**config.mk**
```make
export PLATFORM = sky130hd
export DESIGN_NAME = led_arbiter
export DESIGN_NICKNAME = d
export VERILOG_FILES = /design/src/rtl/led_arbiter.sv
export SDC_FILE = /design/constraint.sdc
export NUM_CORES = 1
export LEC_CHECK = 0
export CORE_MARGIN = 1.5
export CORE_UTILIZATION = 30
export DETAILED_ROUTE_END_ITERATION = 6
export PLACE_DENSITY = 0.66
export SYNTH_ARGS = -nofsm -noshare
export SYNTH_HDL_FRONTEND = slang
export SYNTH_SLANG_ARGS = --single-unit
export TNS_END_PERCENT = 5
```
**constraint.sdc**
```tcl
create_clock -name clk -period 2.75 [get_ports clk]
set_input_delay 0.4125 -clock clk [delete_from_list [all_inputs] [get_ports clk]]
set_output_delay 0.4125 -clock clk [all_outputs]
set_load 0.02 [all_outputs]
```
**src/rtl/led_arbiter.sv**
```systemverilog
// led_arbiter: round-robin LED bank sharing between puzzle modules; strike flash built only with LED_STRIKE_FLASH_EN
module led_arbiter #(
  parameter int N_REQ       = 3,
  parameter int DWELL       = 4,
  parameter int FLASH_TICKS = 6
) (
  input  logic                 clk,
  input  logic                 reset,
  input  logic                 tick,
  input  logic [N_REQ-1:0]     req,
  input  logic [N_REQ*18-1:0]  red_pat,
  input  logic [N_REQ*8-1:0]   grn_pat,
  input  logic [N_REQ-1:0]     solved,
  input  logic                 strike,
  output logic [N_REQ-1:0]     gnt,
  output logic [17:0]          ledR,
  output logic [7:0]           ledG,
  output logic                 busy
);
  localparam int PW = (N_REQ > 2) ? 2 : 1;
  typedef enum logic [1:0] {
    IDLE,
`ifdef LED_STRIKE_FLASH_EN
    FLASH,
`endif
    SHOW
  } state_t;
  state_t stateQ, stateD;
  logic [N_REQ-1:0] eff, gntD;
  logic [PW-1:0] ptrQ, ptrD, selQ, selD, win;
  logic [3:0] dwellQ, dwellD;
  logic [17:0] ledRD;
  logic [7:0] ledGD;
  logic anyEff, doGrant;
`ifdef LED_STRIKE_FLASH_EN
  logic [3:0] cntQ, cntD;
  logic phaseQ, phaseD;
`else
  logic unused;
  assign unused = strike ^ (FLASH_TICKS > 0);
`endif
  assign eff = req & ~solved;
  assign anyEff = |eff;
  assign busy = stateQ != IDLE;
  // first effective requester at or after ptr, wrapping
  always_comb begin
    win = '0;
    for (int k = N_REQ - 1; k >= 0; k--)
      if (eff[(int'(ptrQ) + k) % N_REQ]) win = PW'((int'(ptrQ) + k) % N_REQ);
  end
  // next state, grant bookkeeping and the LED values to register
  always_comb begin
    stateD = stateQ;
    selD = selQ;
    ptrD = ptrQ;
    dwellD = dwellQ;
    doGrant = 1'b0;
    case (stateQ)
      IDLE: doGrant = anyEff;
      SHOW: begin
        if (!eff[selQ] || (tick && dwellQ == 4'(DWELL - 1))) begin
          doGrant = anyEff;
          stateD = anyEff ? SHOW : IDLE;
        end else begin
          dwellD = dwellQ + 4'(tick);
        end
      end
      default: ;
    endcase
    if (doGrant) begin
      stateD = SHOW;
      selD = win;
      ptrD = PW'((int'(win) + 1) % N_REQ);
      dwellD = '0;
    end
`ifdef LED_STRIKE_FLASH_EN
    cntD = cntQ;
    phaseD = phaseQ;
    if (stateQ == FLASH && tick) begin
      if (cntQ == 4'(FLASH_TICKS - 1)) begin
        stateD = IDLE;
      end else begin
        cntD = cntQ + 4'd1;
        phaseD = ~phaseQ;
      end
    end
    if (strike) begin
      stateD = FLASH;
      selD = selQ;
      ptrD = ptrQ;
      dwellD = dwellQ;
      cntD = '0;
      phaseD = 1'b1;
    end
`endif
    gntD = (stateD == SHOW) ? (N_REQ'(1) << selD) : '0;
    ledRD = (stateD == SHOW) ? red_pat[int'(selD)*18 +: 18] : '0;
`ifdef LED_STRIKE_FLASH_EN
    if (stateD == FLASH) ledRD = {18{phaseD}};
`endif
    ledGD = ((stateD == SHOW) ? grn_pat[int'(selD)*8 +: 8] : 8'h00) | 8'(solved);
  end
  // state and registered outputs, cleared asynchronously by reset low
  always_ff @(posedge clk or negedge reset) begin
    if (!reset) begin
      stateQ <= IDLE;
      ptrQ <= '0;
      selQ <= '0;
      dwellQ <= '0;
      gnt <= '0;
      ledR <= '0;
      ledG <= '0;
    end else begin
      stateQ <= stateD;
      ptrQ <= ptrD;
      selQ <= selD;
      dwellQ <= dwellD;
      gnt <= gntD;
      ledR <= ledRD;
      ledG <= ledGD;
    end
  end
`ifdef LED_STRIKE_FLASH_EN
  // flash tick counter and blink phase
  always_ff @(posedge clk or negedge reset) begin
    if (!reset) begin
      cntQ <= '0;
      phaseQ <= 1'b0;
    end else begin
      cntQ <= cntD;
      phaseQ <= phaseD;
    end
  end
`endif
endmodule

```
Word-level counts from Yosys, hierarchy flattened:

Index checks and enable logic that the tools add are counted.

* add/subtract/negate cells: 4
* multipliers: 1
* div/mod/pow operators: 4
* order comparisons: 4
* equality and inequality tests: 4
* shifts and indexed selects: 3
* multiplexer cells: 27
* bitwise logic cells: 3
* reductions and logical operators: 8

Operators with widths (number)
* 32-bit by 4-bit < comparator with 1-bit output, second input constant: 3
* 32-bit by 3-bit modulo with 32-bit output, second input constant: 3
* 54-bit by 8-bit variable part select with 18-bit output: 1
* 3-bit by 3-bit modulo with 32-bit output, second input constant: 1
* 24-bit by 6-bit variable part select with 8-bit output: 1
* 18-bit 2-to-1 mux: 1
* 2-bit 2-to-1 mux: 7
* 4-bit 2-to-1 mux: 3
* 1-bit 2-to-1 mux: 9
* 1-bit binary-select mux with 2-bit select: 4
* 8-bit 2-to-1 mux: 1
* 8-bit by 3-bit bitwise OR with 8-bit output: 1
* 2-bit by 1-bit adder with 3-bit output, second input constant: 2
* 2-bit by 4-bit multiplier with 6-bit output, second input constant: 1
* 4-bit by 1-bit adder with 4-bit output: 1
* 2-bit by 1-bit equality test with 1-bit output, second input constant: 2
* 4-bit by 2-bit equality test with 1-bit output, second input constant: 1
* 2-bit nonzero test: 2
* 2-bit by 2-bit adder with 3-bit output, second input constant: 1
* 3-bit AND: 1
* 2-bit by 3-bit < comparator with 1-bit output, second input constant: 1
* 3-bit 2-to-1 mux: 1
* 3-bit NOT: 1
* 3-bit OR reduction: 1
* 8 further kinds: 8

* register bits: 39
* input port bits: 88
* output and inout port bits: 30

Longest topological paths before layout:

* word-level depth: 12
* depth in mapped cells: 10
* depth with buffers taken out: 8

Worst setup path after synthesis:

Ideal clock, no wire load.

* path kind: input-to-reg
* start point: input solved[2]
* end point: register ledG[1]
* library setup time: 0.126 ns
* arrival time: 2.155 ns
* data required time: 2.624 ns
* setup slack: 0.469 ns
* stages: 7
* path buffers: 1
* cells stage by stage: or3b_1 > a22oi_2 > nand2_1 > a22oi_2 > buf_6 > mux2_4 > a221o_1

* word-level cells in the longest chain between the ends: 12
* elaborated cells on any way between the ends: 30
* classes of those cells: 1 x eq/ne; 1 x shift; 22 x mux; 3 x bitwise; 3 x reduce/logical

RTL lines
* start: declaration: RTL line 13 `input logic [N_REQ-1:0] solved,`
* 3-bit NOT *: RTL line 42 `assign eff = req & ~solved;`
* 3-bit AND *: RTL line 42
* 1-bit binary-select mux with 2-bit select (on tied branches): RTL line 49, 61
* 1-bit 2-to-1 mux (on tied branches): RTL line 49, 61
* 1-bit 2-to-1 mux (implied by the code) / 1-bit logical NOT (equally long branches): RTL line 49, 61
* 2-bit 2-to-1 mux / 1-bit logical OR (equally long branches): RTL line 49, 61
* 2-bit 2-to-1 mux (tied with other cells) (2 in a row): RTL line 49 `if (eff[(int'(ptrQ) + k) % N_REQ]) win = PW'((int'(ptrQ) + k) % N_REQ);`
* 2-bit 2-to-1 mux: RTL line 70 `if (doGrant) begin`
* 24-bit by 6-bit variable part select with 8-bit output / 2-bit by 1-bit equality test with 1-bit output (equally long branches): RTL line 101 `ledGD = ((stateD == SHOW) ? grn_pat[int'(selD)*8 +: 8] : 8'h00) | 8'(solved);`
* 8-bit 2-to-1 mux *: RTL line 101
* 8-bit by 3-bit bitwise OR with 8-bit output *: RTL line 101
* net ledGD[1]: RTL line 33 `logic [7:0] ledGD;`
* end signal: assignment: RTL line 120 `ledG <= ledGD;`
* end: declaration: RTL line 17 `output logic [7:0] ledG,`

Mark *: on every way through the listed nets, which the timed path passes. The rest lies on a longest branch. The select of a mux whose other input is x is not followed.
A chain may end at the register's enable or synchronous reset.

Final worst setup path:

* start point: input solved[2]
* end point: register ledR[16]

* word-level cells in the longest chain between the ends: 12
* elaborated cells on any way between the ends: 30
* classes of those cells: 1 x mul; 1 x eq/ne; 1 x shift; 22 x mux; 2 x bitwise; 3 x reduce/logical

RTL lines
* 3-bit NOT *: RTL line 42
* 3-bit AND *: RTL line 42
* 1-bit binary-select mux with 2-bit select (on tied branches): RTL line 49, 61
* 1-bit 2-to-1 mux (on tied branches): RTL line 49, 61
* 1-bit 2-to-1 mux (implied by the code) / 1-bit logical NOT (equally long branches): RTL line 49, 61
* 2-bit 2-to-1 mux / 1-bit logical OR (equally long branches): RTL line 49, 61
* 2-bit 2-to-1 mux / 1-bit 2-to-1 mux (equally long branches): RTL line 49, 61
* 2-bit 2-to-1 mux / 1-bit one-hot mux with 2 select lines (equally long branches): RTL line 49, 58
* 2-bit 2-to-1 mux: RTL line 70
* 2-bit by 4-bit multiplier with 6-bit output: RTL line 97 `ledRD = (stateD == SHOW) ? red_pat[int'(selD)*18 +: 18] : '0;`
* 54-bit by 8-bit variable part select with 18-bit output: RTL line 97
* 18-bit 2-to-1 mux *: RTL line 97
* net ledRD[16]: RTL line 32 `logic [17:0] ledRD;`
* end signal: assignment: RTL line 119 `ledR <= ledRD;`
* end: declaration: RTL line 16 `output logic [17:0] ledR,`

Marks and branches as above.

==> results.cfg <==
[outcome]
status = finished clean

[detailed_routing]
dr.pass1.iters = 4
route.met2.wl_microns = 2641
drc = 0
drt_iter0_drc = 50
wl_per_cell_microns = 14.25
routed-via-count = 1740
ant_nets = 0
m1WireLength_microns = 2126
vias_per_cell = 4.728
met3WireLength_microns = 420
wl_microns = 5243
top_layer = met4

[sta]
relSlewSlack = 0.4088
slew_violations = 0
tightest_slew_ns = 0.8868
setup_violations = 0
fmaxAchievable_mhz = 401.0
period_share = 0.9068
rsz0062_at_grt = no
hold_viol = 0
fin_skew_ns = 0.003944
whs_ns = 0.2439
period_minus_slack_ns = 2.494

[global_routing]
overflow = 0
antenna_found_initial = 0
grt_pass1_wl_microns = 8694
grtUsageTotal = 0.1534
grt_pass1_vias = 1814
grt_max_degree = 40

[pwr]
leakagePower_nw = 1.538
finalPower_mw = 2.809
ir_drop_v = 0.0004007
p_per_area_mw_per_mm2 = 824.2

[logic_synthesis]
synth_seq_cells = 39
yosys_warnings = 0
yosysTopAreaCellShare = 0.4915
synth-edff-count = 0
seq_area_frac_synth = 0.4915
syn-num-nets = 255
syn_inst = 162
synthFlopType = dfrtp_1
synth_common_cells = dfrtp_1, mux2i_1, o2bb2ai_1
ys_async_sr_fraction = 1.000
synth_most_common_cell = dfrtp_1
yosysTopAreaCell = dfrtp_1
synth.cell_area_sq_mm = 0.001986
yosysUniqueCellTypes = 37
avgSynthCellArea_sq_um = 12.26
yosys-top-cells-area = dfrtp_1, mux2i_1, o2bb2ai_1

[worst_setup_path]
timing.rr.end = ledR[16]$_DFF_PN0_
path_class = in2reg
rr_worst_depth = 9
rr_startpoint = ptrQ[0]$_DFFE_PN0N_
crit_start = solved[2]
cp.required_ns = 2.92
arrival_ns = 2.67
end_kind = register
crit_end = ledR[16]$_DFF_PN0_
reg2reg_slack_ns = 0.37
start_kind = primary input
crit_fanout = 13

[die]
fp.dieH_microns = 84.36
die_x_microns = 84.36
pin_count = 118
num_rows = 29
core_sq_mm = 0.006386
die-area_sq_mm = 0.007116
start_util = 0.3109

[cts]
clockBufferDepth = 2
cts_root_buf = clkbuf_8
cts.repair.resized = 0
path_clk_slew_ns = 0.08
clk_latency_ns = 0.29
htree_levels = 2
cts.sinks = 39
cts_buffers = 5
post_cts_buffers = 0
cts_tree = built
hold_buffers = 0

[place]
io_buffers = 116
dp_hpwl_microns = 4124
dpl-instance-area_sq_mm = 0.003291
gp_congestion = 0.7320

[final_layout]
drive_above_1_share = 0.1271
syn_to_final_growth_pct = 71.64
fillCellCount = 590
multi_input_area_sq_um = 929.6
nNetsFinal = 383
seq_area_sq_um = 975.9
antenna_cells = 0
stdcell_area_sq_mm = 0.003408

[job]
max_cap_violations = 0

[min_path]
hold_path.class = in2async
==> routing by layer <==
metal	vias to the layer above	GRT usage
li1	860	-
met1	801	0.1797
met2	74	0.2691
met3	5	0.05310
met4	0	0.03959
met5	-	0
==> registers in the layout, indices dropped and copies added, names as in the netlist <==
signal	flops
dwellQ	4
gnt	3
ledG	8
ledR	18
ptrQ	2
selQ	2
stateQ	2
==> per-stage QoR <==
step,utilization,TNS (ns),setup slack (ns),instances
after floorplan,-,0,0.4687,162
after global placement,0.5153,-1.042,-0.07938,360
after detailed placement,0.5153,-0.9100,-0.07002,360
after CTS,0.5337,0,0.2306,368
after global routing,0.5337,0,0.07909,368
final,0.5337,0,0.2563,368
==> report_power, final <==
part           switching (mW)  internal [mW]
combinational           0.702          0.774
clock                   0.205          0.294
sequential             0.0729          0.761
==> worst max-delay path: stages <==
cell and delay [ns]:
clkdlybuf4s50_1 0.46, or3b_1 0.40, a22oi_2 0.25, nand2_1 0.12, a22oi_2 0.35, buf_4 0.22, buf_12 0.16, mux2i_1 0.21
o2bb2ai_1 0.07
==> placed cells by master, fill, tap and decap left out, types with 2 or more instances in the layout <==
cell type / n
nor2_1: 5
o2bb2ai_1: 23
a22oi_2: 2
dfrtp_1: 39
mux2_4: 4
ha_1: 5
nand2b_4: 2
nand3_1: 3
mux2i_1: 23
mux2_2: 2
or3_1: 2
and2_1: 2
clkbuf_8: 6
a221o_1: 3
buf_4: 13
nand2_1: 9
clkdlybuf4s50_1: 115
inv_1: 4
o21ai_0: 5
a21oi_1: 3
==> how the worst min path moves through the flow <==
stage,start,to,slack [ns],cells past startpoint
after global placement,dwellQ[0]$_DFFE_PN0P_,dwellQ[0]$_DFFE_PN0P_,0.48,2
after CTS,reset,ledR[12]$_DFF_PN0_,0.27,1
after global routing,reset,gnt[1]$_DFF_PN0_,0.31,1
final,reset,dwellQ[3]$_DFFE_PN0P_,0.24,1
after floorplan,reset,dwellQ[0]$_DFFE_PN0P_,0.12,0
after detailed placement,dwellQ[0]$_DFFE_PN0P_,dwellQ[0]$_DFFE_PN0P_,0.49,2
==> cell type report <==
type	instances	area share
clock inverters	2	0.01028
clock buffers	6	0.02423
flip-flops and latches	39	0.2863
multi-input cells	110	0.2728
repair buffers	130	0.3737
well taps	77	0.02827
inverters	4	0.004405
==> cells by family after synthesis <==
family	share of synthesized area
flip-flops	0.4915
buffers and inverters	0.04032
adder cells (fa/ha/maj)	0.03151
multiplexers	0.1575
AO/OA/AOI/OAI	0.1846
AND/OR/NAND/NOR	0.09452
Power figures use the tool's default switching activity.
